[src/rtl/lynx_pkt_pkg.sv]
// Shared packet field layout, FSM state encoding and error counter width
// for the lynx request/response traffic generators.
package lynx_pkt_pkg;

    localparam int ERR_CNT_W = 16;

    typedef enum logic [1:0] {
        SEND        = 2'd0,
        WAIT_CREDIT = 2'd1,
        DRAIN       = 2'd2,
        DONE        = 2'd3
    } state_e;

    // Packets are {src, dst, id[7:0], payload}, MSB first.
    function automatic int src_pos(input int w, input int aw);
        return (w - aw) + (aw - 1);
    endfunction

    function automatic int dst_pos(input int w, input int aw);
        return w - 1 - aw;
    endfunction

    function automatic int id_pos(input int w, input int aw);
        return w - 1 - 2 * aw;
    endfunction

    function automatic int payload_width(input int w, input int aw);
        return w - 2 * aw - 8;
    endfunction

endpackage

[src/rtl/req_resp_tpg_1_1_credit_tracker.sv]
// In-flight request counter: +1 per request sent, -1 per reply accepted,
// with a credit flag for the next cycle and an underflow flag for stray replies.
module credit_tracker #(
    parameter int MAX_OUTSTANDING = 4
) (
    input  logic       clk,
    input  logic       rst,
    input  logic       inc,
    input  logic       dec,
    output logic [7:0] outstanding,
    output logic       has_credit,
    output logic       underflow_err
);

    logic [7:0] cnt_q;
    logic [7:0] cnt_d;
    logic       dec_ok;

    always_comb begin
        underflow_err = dec && (cnt_q == 8'd0);
        dec_ok        = dec && !underflow_err;
        cnt_d         = cnt_q;
        if (inc && !dec_ok) begin
            cnt_d = cnt_q + 8'd1;
        end else if (!inc && dec_ok) begin
            cnt_d = cnt_q - 8'd1;
        end
        // Credit is judged on the post-update count so a freed slot is usable at once.
        has_credit = (cnt_d < 8'(MAX_OUTSTANDING));
    end

    always_ff @(posedge clk) begin
        if (rst) begin
            cnt_q <= 8'd0;
        end else begin
            cnt_q <= cnt_d;
        end
    end

    assign outstanding = cnt_q;

endmodule

[src/rtl/req_resp_tpg_1_1.sv]
// Closed-loop request generator: issues numbered requests round-robin over a
// destination list under a credit limit, and checks the returning replies.
module req_resp_tpg_1_1
    import lynx_pkt_pkg::*;
#(
    parameter int o0_WIDTH        = 32,
    parameter int i0_WIDTH        = 32,
    parameter int N               = 16,
    parameter int N_ADDR_WIDTH    = $clog2(N),
    parameter int NODE            = 0,
    parameter int o0_ID           = 0,
    parameter int i0_ID           = 0,
    parameter int o0_NUM_DEST     = 4,
    parameter logic [o0_NUM_DEST-1:0][N_ADDR_WIDTH-1:0] o0_DEST = {o0_NUM_DEST{N_ADDR_WIDTH'(1)}},
    parameter int MAX_OUTSTANDING = 4,
    parameter int NUM_REQS        = 1000
) (
    input  logic                    clk,
    input  logic                    rst,
    output logic                    done,
    output logic [15:0]             err_count,
    output logic [o0_WIDTH-1:0]     o0_data_out,
    output logic [N_ADDR_WIDTH-1:0] o0_dest_out,
    output logic                    o0_valid_out,
    input  logic                    o0_ready_in,
    input  logic [i0_WIDTH-1:0]     i0_data_in,
    input  logic                    i0_valid_in,
    output logic                    i0_ready_out
);

    localparam int AW     = N_ADDR_WIDTH;
    localparam int PW     = payload_width(o0_WIDTH, AW);
    localparam int SRC_P  = src_pos(i0_WIDTH, AW);
    localparam int DST_P  = dst_pos(i0_WIDTH, AW);
    localparam int ID_P   = id_pos(i0_WIDTH, AW);
    localparam int CNT_W  = $clog2(NUM_REQS + 1);
    localparam int DIDX_W = (o0_NUM_DEST > 1) ? $clog2(o0_NUM_DEST) : 1;

    localparam logic [CNT_W-1:0]     NUM_REQS_C = CNT_W'(NUM_REQS);
    localparam logic [DIDX_W-1:0]    LAST_IDX   = DIDX_W'(o0_NUM_DEST - 1);
    localparam logic [AW-1:0]        NODE_C     = AW'(NODE);
    localparam logic [7:0]           ID_C       = 8'(o0_ID);
    localparam logic [ERR_CNT_W-1:0] ERR_MAX    = '1;

    localparam logic [1:0] S_SEND        = SEND;
    localparam logic [1:0] S_WAIT_CREDIT = WAIT_CREDIT;
    localparam logic [1:0] S_DRAIN       = DRAIN;
    localparam logic [1:0] S_DONE        = DONE;

    logic [1:0]           state_q,   state_d;
    logic                 valid_q,   valid_d;
    logic [PW-1:0]        seq_q,     seq_d;
    logic [AW-1:0]        dest_q,    dest_d;
    logic [o0_WIDTH-1:0]  data_q,    data_d;
    logic [DIDX_W-1:0]    dst_idx_q, dst_idx_d;
    logic [CNT_W-1:0]     sent_q,    sent_d;
    logic [CNT_W-1:0]     rcvd_q,    rcvd_d;
    logic [ERR_CNT_W-1:0] err_q,     err_d;
    logic                 done_q,    done_d;
    logic                 rdy_q,     rdy_d;

    logic          fire;
    logic          rsp_acc;
    logic [7:0]    outstanding;
    logic          has_credit;
    logic          underflow_err;
    logic [AW-1:0] src_f;
    logic [AW-1:0] dst_f;
    logic          src_ok;
    logic          rsp_err;
    logic          rsp_cnt;
    logic          present;
    logic [PW-1:0] seq_new;
    logic [AW-1:0] dest_new;
    logic          unused_sig;

    assign fire    = valid_q && o0_ready_in;
    assign rsp_acc = i0_valid_in && rdy_q;

    credit_tracker #(
        .MAX_OUTSTANDING(MAX_OUTSTANDING)
    ) u_credit (
        .clk           (clk),
        .rst           (rst),
        .inc           (fire),
        .dec           (rsp_acc),
        .outstanding   (outstanding),
        .has_credit    (has_credit),
        .underflow_err (underflow_err)
    );

    always_comb begin
        src_f  = i0_data_in[SRC_P -: AW];
        dst_f  = i0_data_in[DST_P -: AW];
        src_ok = 1'b0;
        for (int i = 0; i < o0_NUM_DEST; i++) begin
            if (o0_DEST[i] == src_f) begin
                src_ok = 1'b1;
            end
        end
        // Several faults on one reply still count as a single error.
        rsp_err = rsp_acc && (underflow_err || (dst_f != NODE_C) || !src_ok);
        rsp_cnt = rsp_acc && !underflow_err;

        sent_d    = sent_q + {{(CNT_W-1){1'b0}}, fire};
        rcvd_d    = rcvd_q + {{(CNT_W-1){1'b0}}, rsp_cnt};
        dst_idx_d = dst_idx_q;
        if (fire) begin
            dst_idx_d = (dst_idx_q == LAST_IDX) ? '0 : dst_idx_q + 1'b1;
        end
        err_d = (rsp_err && (err_q != ERR_MAX)) ? err_q + 1'b1 : err_q;
        rdy_d = 1'b1;

        state_d = state_q;
        valid_d = valid_q;
        seq_d   = seq_q;
        dest_d  = dest_q;
        data_d  = data_q;
        done_d  = done_q;
        present = 1'b0;

        case (state_q)
            S_SEND: begin
                // A held beat stays untouched until it is taken.
                if (fire || !valid_q) begin
                    valid_d = 1'b0;
                    if (sent_d == NUM_REQS_C) begin
                        state_d = S_DRAIN;
                    end else if (!has_credit) begin
                        state_d = S_WAIT_CREDIT;
                    end else begin
                        present = 1'b1;
                    end
                end
            end
            S_WAIT_CREDIT: begin
                if (has_credit) begin
                    state_d = S_SEND;
                    present = 1'b1;
                end
            end
            S_DRAIN: begin
                if (rcvd_d == NUM_REQS_C) begin
                    state_d = S_DONE;
                    done_d  = 1'b1;
                end
            end
            default: begin
                done_d = 1'b1;
            end
        endcase

        seq_new  = seq_q + PW'(1);
        dest_new = o0_DEST[dst_idx_d];
        if (present) begin
            valid_d = 1'b1;
            seq_d   = seq_new;
            dest_d  = dest_new;
            data_d  = {NODE_C, dest_new, ID_C, seq_new};
        end
    end

    always_ff @(posedge clk) begin
        if (rst) begin
            state_q   <= S_SEND;
            valid_q   <= 1'b0;
            seq_q     <= '0;
            dest_q    <= '0;
            data_q    <= {NODE_C, {AW{1'b0}}, ID_C, {PW{1'b0}}};
            dst_idx_q <= '0;
            sent_q    <= '0;
            rcvd_q    <= '0;
            err_q     <= '0;
            done_q    <= 1'b0;
            rdy_q     <= 1'b0;
        end else begin
            state_q   <= state_d;
            valid_q   <= valid_d;
            seq_q     <= seq_d;
            dest_q    <= dest_d;
            data_q    <= data_d;
            dst_idx_q <= dst_idx_d;
            sent_q    <= sent_d;
            rcvd_q    <= rcvd_d;
            err_q     <= err_d;
            done_q    <= done_d;
            rdy_q     <= rdy_d;
        end
    end

    assign o0_valid_out = valid_q;
    assign o0_data_out  = data_q;
    assign o0_dest_out  = dest_q;
    assign i0_ready_out = rdy_q;
    assign done         = done_q;
    assign err_count    = err_q;

    // Reply id/payload and the sink id are carried for tracing only.
    assign unused_sig = ^{i0_data_in[ID_P:0], outstanding, 8'(i0_ID)};

endmodule

[config.mk]
export PLATFORM = sky130hd
export DESIGN_NAME = req_resp_tpg_1_1
export DESIGN_NICKNAME = d
export VERILOG_FILES = /design/src/rtl/lynx_pkt_pkg.sv /design/src/rtl/req_resp_tpg_1_1_credit_tracker.sv /design/src/rtl/req_resp_tpg_1_1.sv
export SDC_FILE = /design/constraint.sdc
export NUM_CORES = 1
export LEC_CHECK = 0
export ABC_AREA = 1
export BUFFER_PORTS_ARGS = -buffer_cell sky130_fd_sc_hd__buf_4
export CAP_MARGIN = 20
export CORE_AREA = 2 2 89 91
export CTS_CLUSTER_SIZE = 28
export DETAILED_ROUTE_END_ITERATION = 8
export DIE_AREA = 0 0 91 93
export GPL_TIMING_DRIVEN = 0
export HOLD_SLACK_MARGIN = 0.08
export PLACE_DENSITY_LB_ADDON = 0.2
export SYNTH_ARGS = -nofsm -noshare
export SYNTH_HDL_FRONTEND = slang
export SYNTH_SLANG_ARGS = --single-unit
[constraint.sdc]
create_clock -name clk -period 3 [get_ports clk]
set_input_delay 0.75 -clock clk [delete_from_list [all_inputs] [get_ports clk]]
set_output_delay 0.75 -clock clk [all_outputs]
set_load 0.005 [all_outputs]
==> out/metrics.cfg, run 1 <==
[synth]
synth-seq-cells = 66
synth_edf_count = 0
synthCells = 597
ys.flop_type = dfxtp_1
yosys_warnings = 0
ys_seq_area_frac = 0.328
async_reset_ff_frac = 0
postSynthAreaPerCell_um2 = 6.75
synth_area_um2 = 4030
synth_cell_types = 38

[sta]
final.setup.tns_ps = 0
hold_viol_final = 0
slew_viol_final = 0
finClkSkew_ps = 14.9
min_period_over_period = 0.910
max_slew_margin = 0.586
setup_viol = 0
worst_pin_slew_ps = 621
whs_ps = 471
grt_setup_unrepaired = no
fin_crit_ps = 2730
fmax_mhz = 366

[clock_network]
root_buffer = clkbuf_8
clk_pin_slew_ps = 80
clockBufferDepth = 2
htreeDepth = 3
clock_sinks = 66
cts_buffers = 9
cts_tree = built
clk-insertion-delay-late_ps = 360
postCtsHoldBufs = 0

[worst_setup_path]
cpLargestDelayFamily = simple AND/OR/NAND/NOR gates
cpPeakStageDelay_ps = 400
worstPathCellList = inv_1, ha_1, nand4_1, nand3_1, inv_1, ha_1, nand2_1, nor2_2, nand2_1, o21ai_0, nand2_1, nand2_1, nand2_1, nor2_1, nand2_2, clkinv_4, nand2_8, buf_12, nand2_2, a21oi_2
crit_arrival_ps = 2950
worst-endpoint-required_ps = 3220
r2r-start = u_credit.outstanding[0]
cpMostUsedCell = nand2_1
cp-start-kind = flop
worstSetupPathType = reg -> reg
crit_start = u_credit.outstanding[0]
crit_slowest_cell = dfxtp_2
worst_setup_path_end_kind = flop
cp_max_fo = 10
path_buf_inv = 4

[grt]
grt_pass1_wl_um = 15200
track_usage = 0.220
grt_max_degree = 12
grt_pass1_vias = 3524
antenna_found_initial = 0
grt-ovfl-total = 0

[detailed_routing]
drt-initial-drc-count = 174
wl_per_cell_um = 11.4
routed_via_density = 4.97
vias = 3875
wirelength_um = 8920
drt_first_pass_iters = 5
ant_nets = 0
drc = 0

[placement]
place_congestion = 0.875
dpl.hpwl_um = 6740
port_buffers = 48

[power_and_ir_drop]
vdd_ir_drop_max_mv = 0.630
power_mw = 3.50
power_density_nw_per_um2 = 731
power_leakage_nw = 2.09

[floorplanning]
core_area_um2 = 7530
die_w_um = 91
rows = 32
start_util = 0.535
dieArea_um2 = 8460
die_h_um = 93
io_pins = 91

[status]
status = finished clean

[cells_and_area]
syn_to_final_growth_pct = 18.9
diodes = 0
nets = 724
mostFrequentLayoutCell = nand2_1
layout_common_cells = nand2_1 (136), nor2_1 (79), inv_1 (70)
drive_gt1_frac = 0.206

[min_path]
min_path_type = reg -> reg
min_from = err_count[4]

[flow_run]
maxCapViolations = 0

## sequential cells by signal, indices dropped and copies added, names as in the netlist
signal                cells
u_credit.outstanding      8
o0_valid_out              1
seq_q                    15
sent_q                   10
state_q                   2
i0_ready_out              1
o0_data_out               2
done                      1
rcvd_q                   10
err_count                16
## repair_timing
action                     4_1_cts  5_1_grt
gates resized for setup          0        3
setup endpoints to repair        0       17
setup buffers                    0        0
## worst reg2reg max path, delay by kind of cell, from the launching register on
| family | cells | cell delay, ps |
|---|---|---|
| DFF | 1 | 400 |
| and+or+nand+nor | 12 | 1180 |
| buffers and inverters | 4 | 490 |
| AOI/OAI and AO/OA | 2 | 120 |
| adders and majority gates | 2 | 420 |
## path summary, 6_finish.rpt
kind                                      to  slack (ps)  cells past startpoint
worst max-delay path               seq_q[14]         270                     20
worst min-delay path            err_count[4]         470                      2
worst max register to register     seq_q[14]         270                     20
worst min register to register  err_count[4]         470                      2
## metal layers
layer / GRT usage / wire length [µm] / up-vias
li1: - / - / 2011
met1: 0.264 / 4020 / 1763
met2: 0.378 / 4320 / 87
met3: 0.0588 / 428 / 14
met4: 0.0795 / 156 / 0
met5: 0 / 0 / -
## final cells by class
type / count / area [µm²]
multi-input cells: 439 / 2240
clock buffers: 11 / 151
clock inverters: 5 / 52.6
plain buffers: 31 / 236
inverters: 78 / 298
flip-flops and latches: 66 / 1320
fillers: 699 / 2740
well taps: 102 / 128
repair buffers: 48 / 360
## cell usage after synthesis, types with 7 or more instances
master / n / area [µm²]
xnor2_1: 7 / 61.3
ha_1: 15 / 188
a21oi_2: 10 / 87.6
xor2_1: 13 / 114
nor3_1: 15 / 75.1
dfxtp_1: 66 / 1320
inv_2: 7 / 26.3
nand4_1: 10 / 62.6
nand3_1: 52 / 260
nand2_2: 13 / 81.3
buf_4: 21 / 158
nor2_2: 7 / 43.8
a21oi_1: 26 / 130
o21ai_0: 15 / 75.1
nor2_1: 79 / 297
inv_1: 70 / 263
nand2_1: 136 / 510
## cell families (layout without fill, tap and decap cells)
family          after synthesis  count (layout)  synth area share
simple gates                324             324             0.358
buf+inv                     109             173             0.133
flops                        66              66             0.328
compound gates               61              61            0.0882
xor+xnor                     20              20            0.0435
fa+ha+maj                    15              15            0.0466
other cells                   1              18          0.000930
mux                           1               1           0.00248
## report_power, final
| part | total [mW] | switching [mW] | leakage, nW | internal [mW] |
|---|---|---|---|---|
| combinational | 1.67 | 1.04 | 1.45 | 0.629 |
| sequential | 1.05 | 0.0791 | 0.536 | 0.970 |
| clock | 0.788 | 0.364 | 0.105 | 0.425 |
## metrics by stage
| step | area (µm²) | std cells | setup slack, ps | util |
|---|---|---|---|---|
| 2_1_floorplan | 4090 | 614 | 543 | - |
| 3_3_place_gp | 4580 | 764 | 225 | 0.609 |
| 3_5_place_dp | 4580 | 764 | 181 | 0.609 |
| 4_1_cts | 4790 | 780 | 171 | 0.636 |
| 5_1_grt | 4790 | 780 | 13.4 | 0.636 |
| 6_report | 4790 | 780 | 269 | 0.636 |
Note: power is estimated with default switching activity, not from simulation.
==> run 2: changes to the inputs <==
--- a/config.mk
+++ b/config.mk
@@ -8,10 +8,10 @@
 export ABC_AREA = 1
 export BUFFER_PORTS_ARGS = -buffer_cell sky130_fd_sc_hd__buf_4
 export CAP_MARGIN = 20
-export CORE_AREA = 2 2 89 91
+export CORE_AREA = 3 3 90 92
 export CTS_CLUSTER_SIZE = 28
 export DETAILED_ROUTE_END_ITERATION = 8
-export DIE_AREA = 0 0 91 93
+export DIE_AREA = 0 0 93 95
 export GPL_TIMING_DRIVEN = 0
 export HOLD_SLACK_MARGIN = 0.08
 export PLACE_DENSITY_LB_ADDON = 0.2
==> run 2 against run 1 <==
Sequential power is essentially flat. Clock-buffer cell count unchanged. Setup slack better by 86 ps. Cell count decreased by 0.64%. Via count shrank 0.90%. Sequential share of layout area about the same. Global-route usage fell by 0.47 points. Combinational power is 2% higher. Design area rose by 0.13%. Clock skew is 7.6 ps lower. Fmax up 3.2%. Die area rose by 4.4%. Critical path type unchanged. Critical endpoint is now state_q[0].
==> out/metrics.cfg, run 2 (synthesized netlist as in run 1, its figures left out) <==
[status]
status = finished clean

[floorplanning]
rows = 31
die_w_um = 93
core_area_um2 = 7290
io_pins = 91
start_util = 0.553
dieArea_um2 = 8840
die_h_um = 95

[worst_setup_path]
crit_arrival_ps = 2920
crit_start = u_credit.outstanding[3]
cpPeakStageDelay_ps = 360
cp-start-kind = flop
worstRegToRegCells = 19
path_buf_inv = 2
path_depth = 19
worst_setup_path_end_kind = flop
endpoint = state_q[0]
worstSetupPathType = reg -> reg
cpLargestDelayFamily = simple AND/OR/NAND/NOR gates
cp_max_fo = 6
r2r_end = state_q[0]
worst-endpoint-required_ps = 3280
r2r-start = u_credit.outstanding[3]
worstPathCellList = inv_1, nand2_1, nor2_1, nand4_1, nand3_1, inv_1, ha_2, ha_4, nor2_1, nor2_1, nor2_1, nand2_1, nor2_1, nand3_1, o21ai_1, nand3_1, nor2_1, nor2_1, nor2_1
crit_slowest_cell = dfxtp_1
cpMostUsedCell = nor2_1
rrSetupSlack_ps = 350

[power_and_ir_drop]
power_switching_share = 0.421
intPower_mw = 2.03
netSwitchingPower_mw = 1.47
seqPwrFrac = 0.300
power_density_nw_per_um2 = 731
vdd_ir_drop_max_mv = 0.719
power_leakage_nw = 2.08
combPwrFrac = 0.488
p_clk_frac = 0.212

[placement]
place_congestion = 0.868
pre_cts_slack_ps = 146
dpl.hpwl_um = 6820
dpl_cell_area_um2 = 4580
port_buffers = 48

[cells_and_area]
multiInputGateArea_um2 = 2260
diodes = 0
stdcell_area_um2 = 4800
drive_gt1_frac = 0.210
mostFrequentLayoutCell = nand2_1
layout_common_cells = nand2_1 (136), nor2_1 (77), inv_1 (70)
seq_area_um2 = 1330
largest_reg_flops = 16
nets = 724
syn_to_final_growth_pct = 19.0
fillers = 676
final_core_util = 0.658

[sta]
finClkSkew_ps = 7.32
fin_crit_ps = 2650
hold_viol_final = 0
final.setup.tns_ps = 0
slew_viol_final = 0
setup_viol = 0
worst_slack_ps = 355
grt_setup_unrepaired = no
worst_pin_slew_ps = 665
min_period_over_period = 0.882
max_slew_margin = 0.557
whs_ps = 462
fmax_mhz = 378

[detailed_routing]
drc = 0
ant_nets = 0
wl_per_cell_um = 11.6
drt-initial-drc-count = 168
vias = 3840
drt_first_pass_iters = 5
routed_via_density = 4.95
wirelength_um = 9030

[grt]
antenna_found_initial = 0
track_usage = 0.215
grt_max_degree = 11
grt-ovfl-total = 0
grt_pass1_wl_um = 15400
grt_pass1_vias = 3537

[clock_network]
cts_setup_buffers = 0
root_buffer = clkbuf_8
clk_pin_slew_ps = 70
ctsResizeCount = 0
clk-insertion-delay-late_ps = 340
cts_buffers = 9
clockBufferDepth = 2
cts_tree = built
clock_sinks = 66
postCtsHoldBufs = 0
htreeDepth = 3

[min_path]
min_path_cells = 2
min_path_type = reg -> reg

[flow_run]
maxCapViolations = 0

run 2: cell count changes in the layout (fill, tap and decap cells not counted):
cell,delta
ha_1,-2
nor2_1,-2
nor2_2,+2
clkinv_2,-1
clkinvlp_4,-1
dfxtp_2,-1
dfxtp_4,+1
ha_2,+1
ha_4,+1
run 2: power groups by stage:
stage / sequential, mW / combinational (mW) / clock (mW)
3_3_place_gp: 1.06 / 1.62 / 0
6_report: 1.05 / 1.71 / 0.743
4_1_cts: 1.05 / 1.67 / 0.759
3_5_place_dp: 1.07 / 1.67 / 0
2_1_floorplan: 1.05 / 1.32 / 0
5_1_grt: 1.07 / 1.90 / 0.790
run 2: worst register-to-register path, cell delays in order, from the launching register on:
cell and delay [ps]:
dfxtp_1 360, inv_1 80, nand2_1 70, nor2_1 160
nand4_1 150, nand3_1 150, inv_1 90, ha_2 200
ha_4 180, nor2_1 130, nor2_1 70, nor2_1 80
nand2_1 70, nor2_1 90, nand3_1 100, o21ai_1 200
nand3_1 100, nor2_1 140, nor2_1 70, nor2_1 100
run 2: worst min-delay path by stage:
stage                 start            to  slack, ps
2_1_floorplan  err_count[4]  err_count[4]        450
3_3_place_gp   err_count[4]  err_count[4]        450
3_5_place_dp   err_count[4]  err_count[4]        450
4_1_cts        err_count[4]  err_count[4]        460
5_1_grt        err_count[4]  err_count[4]        490
6_report       err_count[4]  err_count[4]        460
run 2: area by class of cell:
type                    count  share of cell area
flip-flops and latches     66               0.276
inverters                  78              0.0621
well taps                  99              0.0258
plain buffers              31              0.0493
clock inverters             3             0.00835
repair buffers             48              0.0751
clock buffers              11              0.0316
multi-input cells         439               0.471
run 2: per-stage QoR:
stage | cells | power, mW
floorplan | 614 | 2.37
global placement | 761 | 2.69
detailed placement | 761 | 2.74
CTS | 775 | 3.48
global route | 775 | 3.76
finish | 775 | 3.51
run 2: layer usage:
layer  up-vias  part of all wire  GRT usage
met5         -                 0          0
met4         0            0.0088     0.0586
met3         7             0.066     0.0534
met2       110              0.49      0.381
met1      1717              0.44      0.259
li1       2006                 -          -
